### config.mk
export PLATFORM = sky130hd
export DESIGN_NAME = alu_seq
export DESIGN_NICKNAME = d
export VERILOG_FILES = /design/src/rtl/alu_pkg.sv /design/src/rtl/alu_mul_seq.sv /design/src/rtl/alu_seq.sv
export SDC_FILE = /design/constraint.sdc
export NUM_CORES = 1
export LEC_CHECK = 0
export BUFFER_PORTS_ARGS = -buffer_cell sky130_fd_sc_hd__buf_4
export CORE_MARGIN = 3
export CORE_UTILIZATION = 39
export DETAILED_ROUTE_END_ITERATION = 7
export GPL_TIMING_DRIVEN = 0
export PLACE_DENSITY = 0.62
export SLEW_MARGIN = 15
export SYNTH_ARGS = -nofsm -noshare
export SYNTH_HDL_FRONTEND = slang
export SYNTH_SLANG_ARGS = --single-unit
export TNS_END_PERCENT = 100
### constraint.sdc
create_clock -name clk -period 9.5 [get_ports clk]
set_input_delay 1.9 -clock clk [delete_from_list [all_inputs] [get_ports clk]]
set_output_delay 1.9 -clock clk [all_outputs]
set_load 0.02 [all_outputs]
### src/rtl/alu_pkg.sv
// Shared opcode, FSM-state and flag-index definitions for the alu_seq slice.
package alu_pkg;

  typedef enum logic [3:0] {
    OP_ADD  = 4'b0000,
    OP_SUB  = 4'b0001,
    OP_ADC  = 4'b0010,
    OP_SBC  = 4'b0011,
    OP_AND  = 4'b0100,
    OP_OR   = 4'b0101,
    OP_XOR  = 4'b0110,
    OP_NOR  = 4'b0111,
    OP_NAND = 4'b1000,
    OP_XNOR = 4'b1001,
    OP_LT   = 4'b1010,
    OP_GT   = 4'b1011,
    OP_EQ   = 4'b1100,
    OP_MUL  = 4'b1101,
    OP_SHL  = 4'b1110,
    OP_SHR  = 4'b1111
  } alu_op_e;

  typedef enum logic [1:0] {
    ST_IDLE,
    ST_MUL_RUN,
    ST_MUL_DONE
  } state_e;

  localparam int unsigned FLG_C = 0;
  localparam int unsigned FLG_Z = 1;
  localparam int unsigned FLG_N = 2;
  localparam int unsigned FLG_V = 3;

endpackage

### src/rtl/alu_mul_seq.sv
// Iterative shift-add unsigned multiplier. The first iteration runs on the start
// edge from the raw operands, so the product is final WIDTH-1 edges after start.
module alu_mul_seq #(
  parameter int WIDTH = 8
) (
  input  logic               clk,
  input  logic               rst_n,
  input  logic               start,
  input  logic [WIDTH-1:0]   a,
  input  logic [WIDTH-1:0]   b,
  output logic               busy,
  output logic               done,
  output logic [2*WIDTH-1:0] product
);

  localparam int CW = $clog2(WIDTH + 1);

  logic [WIDTH-1:0] mcand, hi, lo;
  logic [WIDTH-1:0] h_src, l_src, m_src;
  logic [WIDTH:0]   sum;
  logic [CW-1:0]    cnt;

  always_comb begin
    h_src = start ? '0 : hi;
    l_src = start ? b  : lo;
    m_src = start ? a  : mcand;
    sum   = {1'b0, h_src} + ({1'b0, m_src} & {(WIDTH + 1){l_src[0]}});
  end

  assign busy    = (cnt != '0);
  assign done    = (cnt == CW'(1));
  assign product = {hi, lo};

  always_ff @(posedge clk) begin
    if (!rst_n) begin
      mcand <= '0;
      hi    <= '0;
      lo    <= '0;
      cnt   <= '0;
    end else if (start || busy) begin
      if (start) mcand <= a;
      hi  <= sum[WIDTH:1];
      lo  <= {sum[0], l_src[WIDTH-1:1]};
      cnt <= start ? CW'(WIDTH - 1) : cnt - CW'(1);
    end
  end

endmodule

### src/rtl/alu_seq.sv
// Registered ALU with valid/ready handshakes and a persistent C/Z/N/V flag register.
// Define ALU_MUL_EN to build the iterative multiplier for opcode 1101 (else it runs as ADD).
module alu_seq
  import alu_pkg::*;
#(
  parameter int WIDTH = 8
) (
  input  logic             clk,
  input  logic             rst_n,
  input  logic             in_valid,
  output logic             in_ready,
  input  logic [WIDTH-1:0] a,
  input  logic [WIDTH-1:0] b,
  input  logic [3:0]       alu_sel,
  output logic             out_valid,
  input  logic             out_ready,
  output logic [WIDTH-1:0] result,
  output logic [WIDTH-1:0] result_hi,
  output logic             carry_out,
  output logic             zero,
  output logic             negative,
  output logic             overflow
);

  localparam int SHW = $clog2(WIDTH);

  alu_op_e          op;
  logic [3:0]       flags;
  logic [3:0]       sc_flags;
  logic [WIDTH:0]   ext;
  logic [WIDTH-1:0] r;
  logic             c_n, v_n;
  logic             load_single;

  assign op        = alu_op_e'(alu_sel);
  assign carry_out = flags[FLG_C];
  assign zero      = flags[FLG_Z];
  assign negative  = flags[FLG_N];
  assign overflow  = flags[FLG_V];

  // Single-cycle datapath; C defaults to the stored flag so non-arithmetic ops hold it.
  always_comb begin
    ext = '0;
    r   = '0;
    c_n = flags[FLG_C];
    v_n = 1'b0;
    case (op)
`ifdef ALU_MUL_EN
      OP_ADD, OP_ADC: begin
`else
      OP_ADD, OP_ADC, OP_MUL: begin
`endif
        ext = {1'b0, a} + {1'b0, b} + {{WIDTH{1'b0}}, (op == OP_ADC) & flags[FLG_C]};
        r   = ext[WIDTH-1:0];
        c_n = ext[WIDTH];
        v_n = (a[WIDTH-1] == b[WIDTH-1]) && (r[WIDTH-1] != a[WIDTH-1]);
      end
      OP_SUB, OP_SBC: begin
        ext = {1'b0, a} - {1'b0, b} - {{WIDTH{1'b0}}, (op == OP_SBC) & flags[FLG_C]};
        r   = ext[WIDTH-1:0];
        c_n = ext[WIDTH];
        v_n = (a[WIDTH-1] != b[WIDTH-1]) && (r[WIDTH-1] != a[WIDTH-1]);
      end
      OP_AND:  r = a & b;
      OP_OR:   r = a | b;
      OP_XOR:  r = a ^ b;
      OP_NOR:  r = ~(a | b);
      OP_NAND: r = ~(a & b);
      OP_XNOR: r = ~(a ^ b);
      OP_LT:   r = {{(WIDTH - 1){1'b0}}, a < b};
      OP_GT:   r = {{(WIDTH - 1){1'b0}}, a > b};
      OP_EQ:   r = {{(WIDTH - 1){1'b0}}, a == b};
      OP_SHL:  r = a << b[SHW-1:0];
      OP_SHR:  r = a >> b[SHW-1:0];
      default: ;
    endcase
    sc_flags        = '0;
    sc_flags[FLG_C] = c_n;
    sc_flags[FLG_Z] = (r == '0);
    sc_flags[FLG_N] = r[WIDTH-1];
    sc_flags[FLG_V] = v_n;
  end

`ifdef ALU_MUL_EN
  state_e             state, state_n;
  logic               mul_start, mul_busy, mul_done, load_mul;
  logic [2*WIDTH-1:0] mul_prod;
  logic [3:0]         mul_flags;

  alu_mul_seq #(.WIDTH(WIDTH)) u_mul (
    .clk     (clk),
    .rst_n   (rst_n),
    .start   (mul_start),
    .a       (a),
    .b       (b),
    .busy    (mul_busy),
    .done    (mul_done),
    .product (mul_prod)
  );

  always_ff @(posedge clk) begin
    if (!rst_n) state <= ST_IDLE;
    else        state <= state_n;
  end

  always_comb begin
    state_n     = state;
    in_ready    = 1'b0;
    mul_start   = 1'b0;
    load_single = 1'b0;
    load_mul    = 1'b0;
    case (state)
      ST_IDLE: begin
        in_ready = !out_valid || out_ready;
        if (in_valid && in_ready) begin
          if (op == OP_MUL) begin
            mul_start = 1'b1;
            state_n   = ST_MUL_RUN;
          end else begin
            load_single = 1'b1;
          end
        end
      end
      ST_MUL_RUN:  if (mul_done || !mul_busy) state_n = ST_MUL_DONE;
      ST_MUL_DONE: begin
        load_mul = 1'b1;
        state_n  = ST_IDLE;
      end
      default: state_n = ST_IDLE;
    endcase
  end

  always_comb begin
    mul_flags        = '0;
    mul_flags[FLG_C] = |mul_prod[2*WIDTH-1:WIDTH];
    mul_flags[FLG_Z] = (mul_prod == '0);
    mul_flags[FLG_N] = mul_prod[WIDTH-1];
  end
`else
  assign in_ready    = !out_valid || out_ready;
  assign load_single = in_valid && in_ready;
`endif

  always_ff @(posedge clk) begin
    if (!rst_n) begin
      out_valid <= 1'b0;
      result    <= '0;
      result_hi <= '0;
      flags     <= '0;
    end else if (load_single) begin
      out_valid <= 1'b1;
      result    <= r;
      result_hi <= '0;
      flags     <= sc_flags;
`ifdef ALU_MUL_EN
    end else if (load_mul) begin
      out_valid <= 1'b1;
      result    <= mul_prod[WIDTH-1:0];
      result_hi <= mul_prod[2*WIDTH-1:WIDTH];
      flags     <= mul_flags;
`endif
    end else if (out_valid && out_ready) begin
      out_valid <= 1'b0;
    end
  end

endmodule

# Yosys cells after proc, flatten, opt, wreduce, memory -nomap -nowiden
# Cells that the tools add are included.
[word_totals]
register_bits = 13
latchBits = 0
mem_bits_rw = 0
mem_bits_ro = 0
output_inout_bits = 22
mem_count = 0
[classes]
add_sub_neg = 4
n_mul = 0
div_mod_pow = 0
magnitude_cmp = 2
n_eq_ne = 20
shifts = 2
n_mux = 5
n_bitwise = 8
reduce_logical = 13
[op_table]
columns = ["operator", "n"]
rows = [
  ["$pmux 8 s13", 1],
  ["$eq 4x4->1 const B", 8],
  ["$not 8->8", 3],
  ["$eq 4x3->1 const B", 4],
  ["$add 8x8->9", 1],
  ["$add 9x1->9", 1],
  ["$sub 8x8->9", 1],
  ["$sub 9x1->9", 1],
  ["$and 8x8->8", 1],
  ["$eq 4x2->1 const B", 2],
  ["$eq 8x8->1", 1],
  ["$gt 8x8->1", 1],
  ["$logic_not 8->1", 1],
  ["$lt 8x8->1", 1],
  ["$or 8x8->8", 1],
  ["$shl 8x3->8", 1],
  ["$shr 8x3->8", 1],
  ["$xor 8x8->8", 1],
  ["$eq 4x1->1 const B", 1],
  ["$logic_and 1x1->1", 4],
  ["$logic_not 4->1", 1],
  ["$pmux 1 s2", 2],
  ["$reduce_bool 2->1", 2],
  ["$ne 1x1->1", 3],
  ["8 further kinds", 10],
]

# Longest topological paths before layout
# Gate-level depths: netlist of the first run.
[logic_depth]
depth_word = 6
mapped_depth = 14
depth_no_buf = 13

# Worst setup path after synthesis of the first run
# OpenSTA, ideal clock, no wires.
[synth_path]
path_kind = "input to register"
from = "input port alu_sel[3]"
to = "register flags[1]"
setup_time_ns = 0.084
arrival_ns = 4.739
t_required_ns = 9.416
setup_slack_ns = 4.677
stages = 13
n_path_buf = 1
path_cell_list = "buf_2 -> or2_1 -> nor2_1 -> nand3_1 -> fa_1 -> fa_1 -> o21a_1 -> or3_1 -> a31oi_1 -> nand4_1 -> nor4b_1 -> nand4_1 -> o31ai_2"
[synth_via]
elab_chain_len = 5
[synth_rtl]
columns = ["item", "line", "rtl"]
rows = [
  ["start: declaration", "alu_seq.sv:14", "input logic [3:0] alu_sel,"],
  ["$eq 4x2->1", "-", ""],
  ["$and 1x1->1, on equally long branches", "alu_seq.sv:59, alu_seq.sv:53", ""],
  ["$sub 9x1->9 / $add 9x1->9 (equally long branches)", "alu_seq.sv:59, alu_seq.sv:53", ""],
  ["$pmux 8 s13 *", "alu_seq.sv:47", "case (op)"],
  ["$logic_not 8->1 *", "alu_seq.sv:79", "sc_flags[FLG_Z] = (r == '0);"],
  ["end signal: assignment", "alu_seq.sv:154", "flags <= sc_flags;"],
  ["end: declaration", "alu_seq.sv:28", "logic [3:0] flags;"],
]
# Mark *: on every way between the ends. The rest lies on a longest branch, timed or not.
# A chain may end at the register's enable or synchronous reset.

# Worst setup path in the final report of the first run
# Same ends and word-level chain as after synthesis.

==> results of run 1 <==
==> worst max-delay path: stages <==
cell      delay, ns
buf_4          0.14
buf_2          0.20
or2_1          0.29
nor2_1         0.32
nand3_1        0.20
fa_1           0.44
ha_1           0.29
o21ai_0        0.12
a211oi_1       0.54
xnor2_1        0.18
nor2_1         0.06
o32ai_1        0.48
nand4_1        0.20
o31ai_2        0.23
==> sequential cells by signal, summed over array words and instances (netlist names) <==
name / cells
out_valid: 1
result: 7
flags: 4
==> cell families after synthesis <==
| logic type | count (synthesis) |
|---|---|
| adders and majority gates | 43 |
| xor gates and xnor gates | 9 |
| other | 1 |
| buffers and inverters | 62 |
| DFF | 12 |
| muxes | 27 |
| and+or+nand+nor | 119 |
| AOI/OAI and AO/OA | 106 |
==> layout by cell type (no fill, tap or decap), types with 3 or more instances in the layout <==
master,count
and2_1,6
nor2b_1,4
o22ai_1,10
and3_1,3
a22oi_1,7
buf_4,47
fa_1,4
a21oi_1,20
nor2_1,23
inv_1,33
xnor2_1,6
nor4_1,4
nand4_1,3
conb_1,8
buf_6,5
nand2b_1,14
a221o_1,4
a32oi_1,3
buf_2,9
clkbuf_1,4
ha_1,39
a31oi_1,6
mux2i_1,19
nand2_1,25
nand3_1,6
a211o_1,3
dfxtp_1,12
clkbuf_8,3
o21ai_0,16
mux4_2,7
o21ai_1,5
o211ai_1,3
nor3_1,13
==> through the flow <==
| step | worst slack (ns) | util (%) |
|---|---|---|
| 2_1_floorplan | 4.68 | - |
| 3_3_place_gp | 3.89 | 46.3 |
| 3_5_place_dp | 3.87 | 46.3 |
| 4_1_cts | 4.12 | 46.9 |
| 5_1_grt | 3.78 | 46.9 |
| 6_report | 4.06 | 46.9 |
==> area by class of cell <==
cell class,count,area share [%]
inverter,34,3.75
clock buffer,3,1.20
buffer,28,5.57
multi-input combinational,312,70.8
sequential,12,6.99
timing repair buffer,37,8.09
tap,99,3.61
==> final timing paths <==
path,end,slack (ns),from
worst max-delay path,flags[1]$_SDFFE_PN0P_,4.06,alu_sel[3]
worst min-delay path,result[0]$_SDFFE_PN0P_,0.46,result[0]$_SDFFE_PN0P_
worst max register to register,flags[1]$_SDFFE_PN0P_,6.27,flags[0]$_SDFFE_PN0P_
worst min register to register,result[0]$_SDFFE_PN0P_,0.46,result[0]$_SDFFE_PN0P_
==> metal layers <==
layer	up-vias	global-route usage (%)
li1	1472	-
met1	1438	33.1
met2	127	35.1
met3	17	3.22
met4	0	4.64
met5	-	0
==> report_power, final <==
| group | leakage, uW | switching, uW | internal (uW) |
|---|---|---|---|
| Clock | 0.0000216 | 17.8 | 27.9 |
| Sequential | 0.0000985 | 2.48 | 54.2 |
| Combinational | 0.00142 | 107 | 76.4 |
| Total | 0.00154 | 127 | 158 |
==> impl_metrics.env, run 1 <==
export IMPL_whs_ns=0.461
export IMPL_slew_violations=0
export IMPL_vias_per_cell=5.82
export IMPL_vias=3054
export IMPL_path_class="in -> reg"
export IMPL_clk_pin_slew_ns=0.05
export IMPL_antenna_found_initial=0
export IMPL_fp_dieW_um=93.2
export IMPL_wl_um=9870
export IMPL_fillers=740
export IMPL_wl_met3_um=664
export IMPL_yosys_top_cells_area="ha_1 (16%), dfxtp_1 (8.1%), mux2i_1 (6.4%)"
export IMPL_synth_simple_area_share_pct=21.4
export IMPL_worstSkewPairLatency_ns=0.24
export IMPL_synth_top_area_cell="ha_1"
export IMPL_finalSetupViolCount=0
export IMPL_die_area_um2=8690
export IMPL_port_buffers=37
export IMPL_drc_errors=0
export IMPL_peakVddDrop_mv=0.0403
export IMPL_synth_top_family_by_area="compound AO/OA/AOI/OAI gates"
export IMPL_power_uw=285
export IMPL_r2r_worst_path_cells=10
export IMPL_final_hold_viol_count=0
export IMPL_root_buffer="clkbuf_8"
export IMPL_end_kind="flip-flop"
export IMPL_final_seq_area_um2=240
export IMPL_status="finished clean"
export IMPL_finalSetupTns_ns=0
export IMPL_ys_warn_count=0
export IMPL_cts_tree="done"
export IMPL_gp_congestion=0.978
export IMPL_grt_use_total_pct=22.6
export IMPL_cts_sinks=12
export IMPL_synth_compound_area_share_pct=24.7
export IMPL_rsz0062_at_grt="no"
export IMPL_m1WireLength_um=4570
export IMPL_synthCells=379
export IMPL_core_um2=7330
export IMPL_die_h_um=93.2
export IMPL_synthXorXnorAreaFrac_pct=3.12
export IMPL_start_util_pct=40.5
export IMPL_highest_layer="met4"
export IMPL_drive_above_1_share_pct=19.5
export IMPL_min_period_over_period_pct=57.2
export IMPL_ys_ff_latch=12
export IMPL_wl_met2_um=4450
export IMPL_instances_no_fill=525
export IMPL_yosys_mux_area_fraction_pct=12.6
export IMPL_critPathLaunchType="input pin"
export IMPL_cts_resized=0
export IMPL_power_leakage_uw=0.00154
export IMPL_yosysMostFrequentCell="ha_1"
export IMPL_hold_class="reg -> reg"
export IMPL_max_freq_mhz=184
export IMPL_maxCapViolations=0
export IMPL_synth_area_um2=2970
export IMPL_dp_cells=522
export IMPL_grt_pass1_wl_um=15500
export IMPL_yosysUniqueCellTypes=69
export IMPL_antennaDiodeCount=0
export IMPL_cp_max_fo=10
export IMPL_h_tree_depth=1
export IMPL_multi_input_area_um2=2430
export IMPL_avgSynthCellArea_um2=7.82
export IMPL_firstDrtPassIters=4
export IMPL_cts_hold_buf=0
export IMPL_synth_commonest_cells="ha_1 (39), inv_1 (33), nand2_1 (25), nor2_1 (23), a21oi_1 (20)"
export IMPL_worst_ep_required_time_ns=9.66
export IMPL_grt_pass1_vias=2821
export IMPL_dpl_cell_area_um2=3390
export IMPL_area_growth_pct=15.8
export IMPL_worstMarginPinSlew_ns=0.721
export IMPL_drtIter0Drc=331
export IMPL_finClkSkew_ns=0.000625
export IMPL_pin_count=46
export IMPL_p_per_area_nw_per_um2=83.1
export IMPL_postCtsSetupBuffers=0
export IMPL_wl_per_cell_um=18.8
export IMPL_final_nets=495
export IMPL_synth_top_area_share_pct=16.5
export IMPL_fin_crit_ns=5.44
export IMPL_stdcell_area_um2=3430
export IMPL_grt_overflow=0
export IMPL_cts_buffers=3
export IMPL_yosys_most_used_dff="dfxtp_1"
export IMPL_max_slew_margin_pct=51.7
export IMPL_cts_buffer_depth=2
export IMPL_holdPathStages=2
export IMPL_synth_edf_count=0
export IMPL_dpl_hpwl_um=7830
export IMPL_core_rowCount=31
export IMPL_ys_seq_area_share_pct=8.10
export IMPL_critPathArrivalTime_ns=5.60
export IMPL_grt_start_max_net_pins=14
export IMPL_async_reset_ff_share_pct=0
export IMPL_synth_adder_area_share_pct=19.2
export IMPL_final_antenna_net_count=0
Note: power is estimated with default switching activity, not from simulation.
==> run 2: changes to the inputs <==
--- a/config.mk
+++ b/config.mk
@@ -5,12 +5,13 @@
 export SDC_FILE = /design/constraint.sdc
 export NUM_CORES = 1
 export LEC_CHECK = 0
+export ABC_AREA = 1
 export BUFFER_PORTS_ARGS = -buffer_cell sky130_fd_sc_hd__buf_4
 export CORE_MARGIN = 3
 export CORE_UTILIZATION = 39
 export DETAILED_ROUTE_END_ITERATION = 7
 export GPL_TIMING_DRIVEN = 0
-export PLACE_DENSITY = 0.62
+export PLACE_DENSITY = 0.65
 export SLEW_MARGIN = 15
 export SYNTH_ARGS = -nofsm -noshare
 export SYNTH_HDL_FRONTEND = slang
==> constraint.sdc (replaced) <==
create_clock -name clk -period 4.8 [get_ports clk]
set_input_delay 0.96 -clock clk [delete_from_list [all_inputs] [get_ports clk]]
set_output_delay 0.96 -clock clk [all_outputs]
set_load 0.02 [all_outputs]
==> impl_metrics.env, run 2 <==
export IMPL_fin_crit_ns=3.57
export IMPL_worstMarginPinSlew_ns=0.514
export IMPL_avgSynthCellArea_um2=5.43
export IMPL_cp_max_fo=5
export IMPL_grt_use_total_pct=22.4
export IMPL_dpl_hpwl_um=7770
export IMPL_wl_met2_um=4100
export IMPL_r2r_worst_path_cells=16
export IMPL_finalSetupViolCount=0
export IMPL_wl_um=9480
export IMPL_max_freq_mhz=280
export IMPL_largest_reg_flops=7
export IMPL_cts_hold_buf=0
export IMPL_finClkSkew_ns=0.00467
export IMPL_h_tree_depth=1
export IMPL_antenna_found_initial=0
export IMPL_grt_start_max_net_pins=15
export IMPL_cts_tree="done"
export IMPL_min_period_over_period_pct=74.4
export IMPL_reg_top3="result x7, flags x4, out_valid x1"
export IMPL_yosys_mux_area_fraction_pct=0
export IMPL_ys_seq_area_share_pct=8.34
export IMPL_core_um2=6980
export IMPL_cp_top_family="simple AND/OR/NAND/NOR gates"
export IMPL_pin_count=46
export IMPL_yosysUniqueCellTypes=29
export IMPL_path_cells="buf_4, nor2_1, nand3_1, fa_1, fa_1, nor2_1, nor2_1, nor2_1, nand2_1, nand2_1, nor2_1, nor2_1, nand2_1, nor2_1, nand2_1, nor2_1, nand3_1, a21oi_1"
export IMPL_die_area_um2=8450
export IMPL_synth_compound_area_share_pct=11.3
export IMPL_synthCells=530
export IMPL_holdPathStages=2
export IMPL_critPathLaunchType="input pin"
export IMPL_r2r_end="flags[1]$_SDFFE_PN0P_"
export IMPL_drive_above_1_share_pct=10.7
export IMPL_rr_startpoint="flags[0]$_SDFFE_PN0P_"
export IMPL_async_reset_ff_share_pct=0
export IMPL_min_from="flags[1]$_SDFFE_PN0P_"
export IMPL_synth_top_area_share_pct=23.2
export IMPL_cts_sinks=12
export IMPL_drtIter0Drc=339
export IMPL_synth_simple_area_share_pct=45.3
export IMPL_wl_per_cell_um=14.1
export IMPL_clk_pin_slew_ns=0.05
export IMPL_yosys_top_cells_area="nand2_1 (23%), ha_1 (17%), inv_1 (9.4%)"
export IMPL_synth_top_area_cell="nand2_1"
export IMPL_drc_errors=0
export IMPL_wl_met3_um=713
export IMPL_path_class="in -> reg"
export IMPL_antennaDiodeCount=0
export IMPL_vias_per_cell=5.18
export IMPL_final_hold_viol_count=0
export IMPL_root_buffer="clkbuf_8"
export IMPL_postCtsSetupBuffers=0
export IMPL_finalSetupTns_ns=0
export IMPL_port_buffers=37
export IMPL_cts_buffers=3
export IMPL_m1WireLength_um=4460
export IMPL_die_h_um=91.9
export IMPL_grt_overflow=0
export IMPL_synthXorXnorAreaFrac_pct=1.22
export IMPL_ys_warn_count=0
export IMPL_fp_dieW_um=91.9
export IMPL_critPathArrivalTime_ns=3.74
export IMPL_p_per_area_nw_per_um2=159
export IMPL_max_stage_delay_ns=0.46
export IMPL_gp_congestion=0.950
export IMPL_synth_top_family_by_area="simple AND/OR/NAND/NOR gates"
export IMPL_rsz0062_at_grt="no"
export IMPL_grt_pass1_vias=3109
export IMPL_area_growth_pct=16.2
export IMPL_worst_ep_required_time_ns=4.97
export IMPL_end_kind="flip-flop"
export IMPL_max_slew_margin_pct=65.6
export IMPL_instances_no_fill=673
export IMPL_crit_buf_inv=1
export IMPL_core_rowCount=30
export IMPL_synth_commonest_cells="nand2_1 (178), inv_1 (72), nor2_1 (71), nand3_1 (47), ha_1 (39)"
export IMPL_slowest_stage="fa_1"
export IMPL_ys_ff_latch=12
export IMPL_regMostFlops="result"
export IMPL_firstDrtPassIters=6
export IMPL_final_cell_mix="nand2_1 (178), inv_1 (72), nor2_1 (71)"
export IMPL_final_nets=646
export IMPL_highest_layer="met4"
export IMPL_maxCapViolations=0
export IMPL_status="finished clean"
export IMPL_cts_buffer_depth=2
export IMPL_worstSkewPairLatency_ns=0.24
export IMPL_yosysMostFrequentCell="nand2_1"
export IMPL_final_antenna_net_count=0
export IMPL_start_util_pct=41.2
export IMPL_hold_path_endpoint="flags[1]$_SDFFE_PN0P_"
export IMPL_dp_cells=670
export IMPL_synth_edf_count=0
export IMPL_final_common_cell="nand2_1"
export IMPL_hold_class="reg -> reg"
export IMPL_cpMostUsedCell="nor2_1"
export IMPL_synth_adder_area_share_pct=19.7
export IMPL_yosys_most_used_dff="dfxtp_1"
export IMPL_peakVddDrop_mv=0.0857
export IMPL_vias=3484
export IMPL_power_leakage_uw=0.00191
export IMPL_grt_pass1_wl_um=15400
export IMPL_slew_violations=0
export IMPL_cts_resized=0
export IMPL_ff2ff_setup_slack_ns=1.94
export IMPL_synth_area_um2=2880
-- run 2: logic make-up after synthesis --
| group | Yosys count |
|---|---|
| and+or+nand+nor | 316 |
| buffers and inverters | 94 |
| AOI/OAI and AO/OA | 60 |
| adders and majority gates | 43 |
| DFF | 12 |
| xor gates and xnor gates | 4 |
| other | 1 |
-- run 2: worst min-delay path, delay by kind of cell, from the launching register on --
kind | cells | cell delay (ns)
simple gates | 1 | 0.06
compound gates | 1 | 0.06
flops | 1 | 0.31
-- run 2: power breakdown --
| part | internal (uW) | switching, uW |
|---|---|---|
| Clock | 55.0 | 33.7 |
| Combinational | 117 | 213 |
| Sequential | 108 | 4.62 |
-- run 2: cell type report --
| type | count | area, um^2 |
|---|---|---|
| Clock buffer | 3 | 41.3 |
| Sequential cell | 12 | 240 |
| Timing Repair Buffer | 37 | 278 |
| Tap cell | 96 | 120 |
| Inverter | 74 | 278 |
| Fill cell | 813 | 3640 |
| Multi-Input combinational cell | 431 | 2260 |
| Buffer | 20 | 125 |
-- run 2: metal layers --
metal  GRT usage, %  vias to the layer above
met4           4.83                        0
met2           35.2                      148
li1               -                     1759
met3           2.13                       14
met1           33.1                     1563
met5              0                        -
-- run 2: stage by stage --
step                      total power (uW)  hold slack (ns)  utilization, %  worst slack [ns]  instance area (um^2)
after floorplan                        337            0.539               -              1.73                  2910
after global placement                 435            0.456            47.3              1.13                  3300
after detailed placement               439            0.472            47.3              1.05                  3300
after CTS                              531            0.479            47.9              1.30                  3340
after global routing                   585            0.499            47.9              1.00                  3340
final                                  532            0.474            47.9              1.23                  3340
-- run 2: worst max path at each step --
stage               slack [ns]        from  cells past startpoint               endpoint
floorplan                 1.73  alu_sel[3]                     17  flags[1]$_SDFFE_PN0P_
global placement          1.13  alu_sel[3]                     18  flags[1]$_SDFFE_PN0P_
detailed placement        1.05  alu_sel[3]                     18  flags[1]$_SDFFE_PN0P_
CTS                       1.30  alu_sel[3]                     18  flags[1]$_SDFFE_PN0P_
global route              1.00  alu_sel[3]                     18  flags[1]$_SDFFE_PN0P_
finish                    1.23  alu_sel[3]                     18  flags[1]$_SDFFE_PN0P_
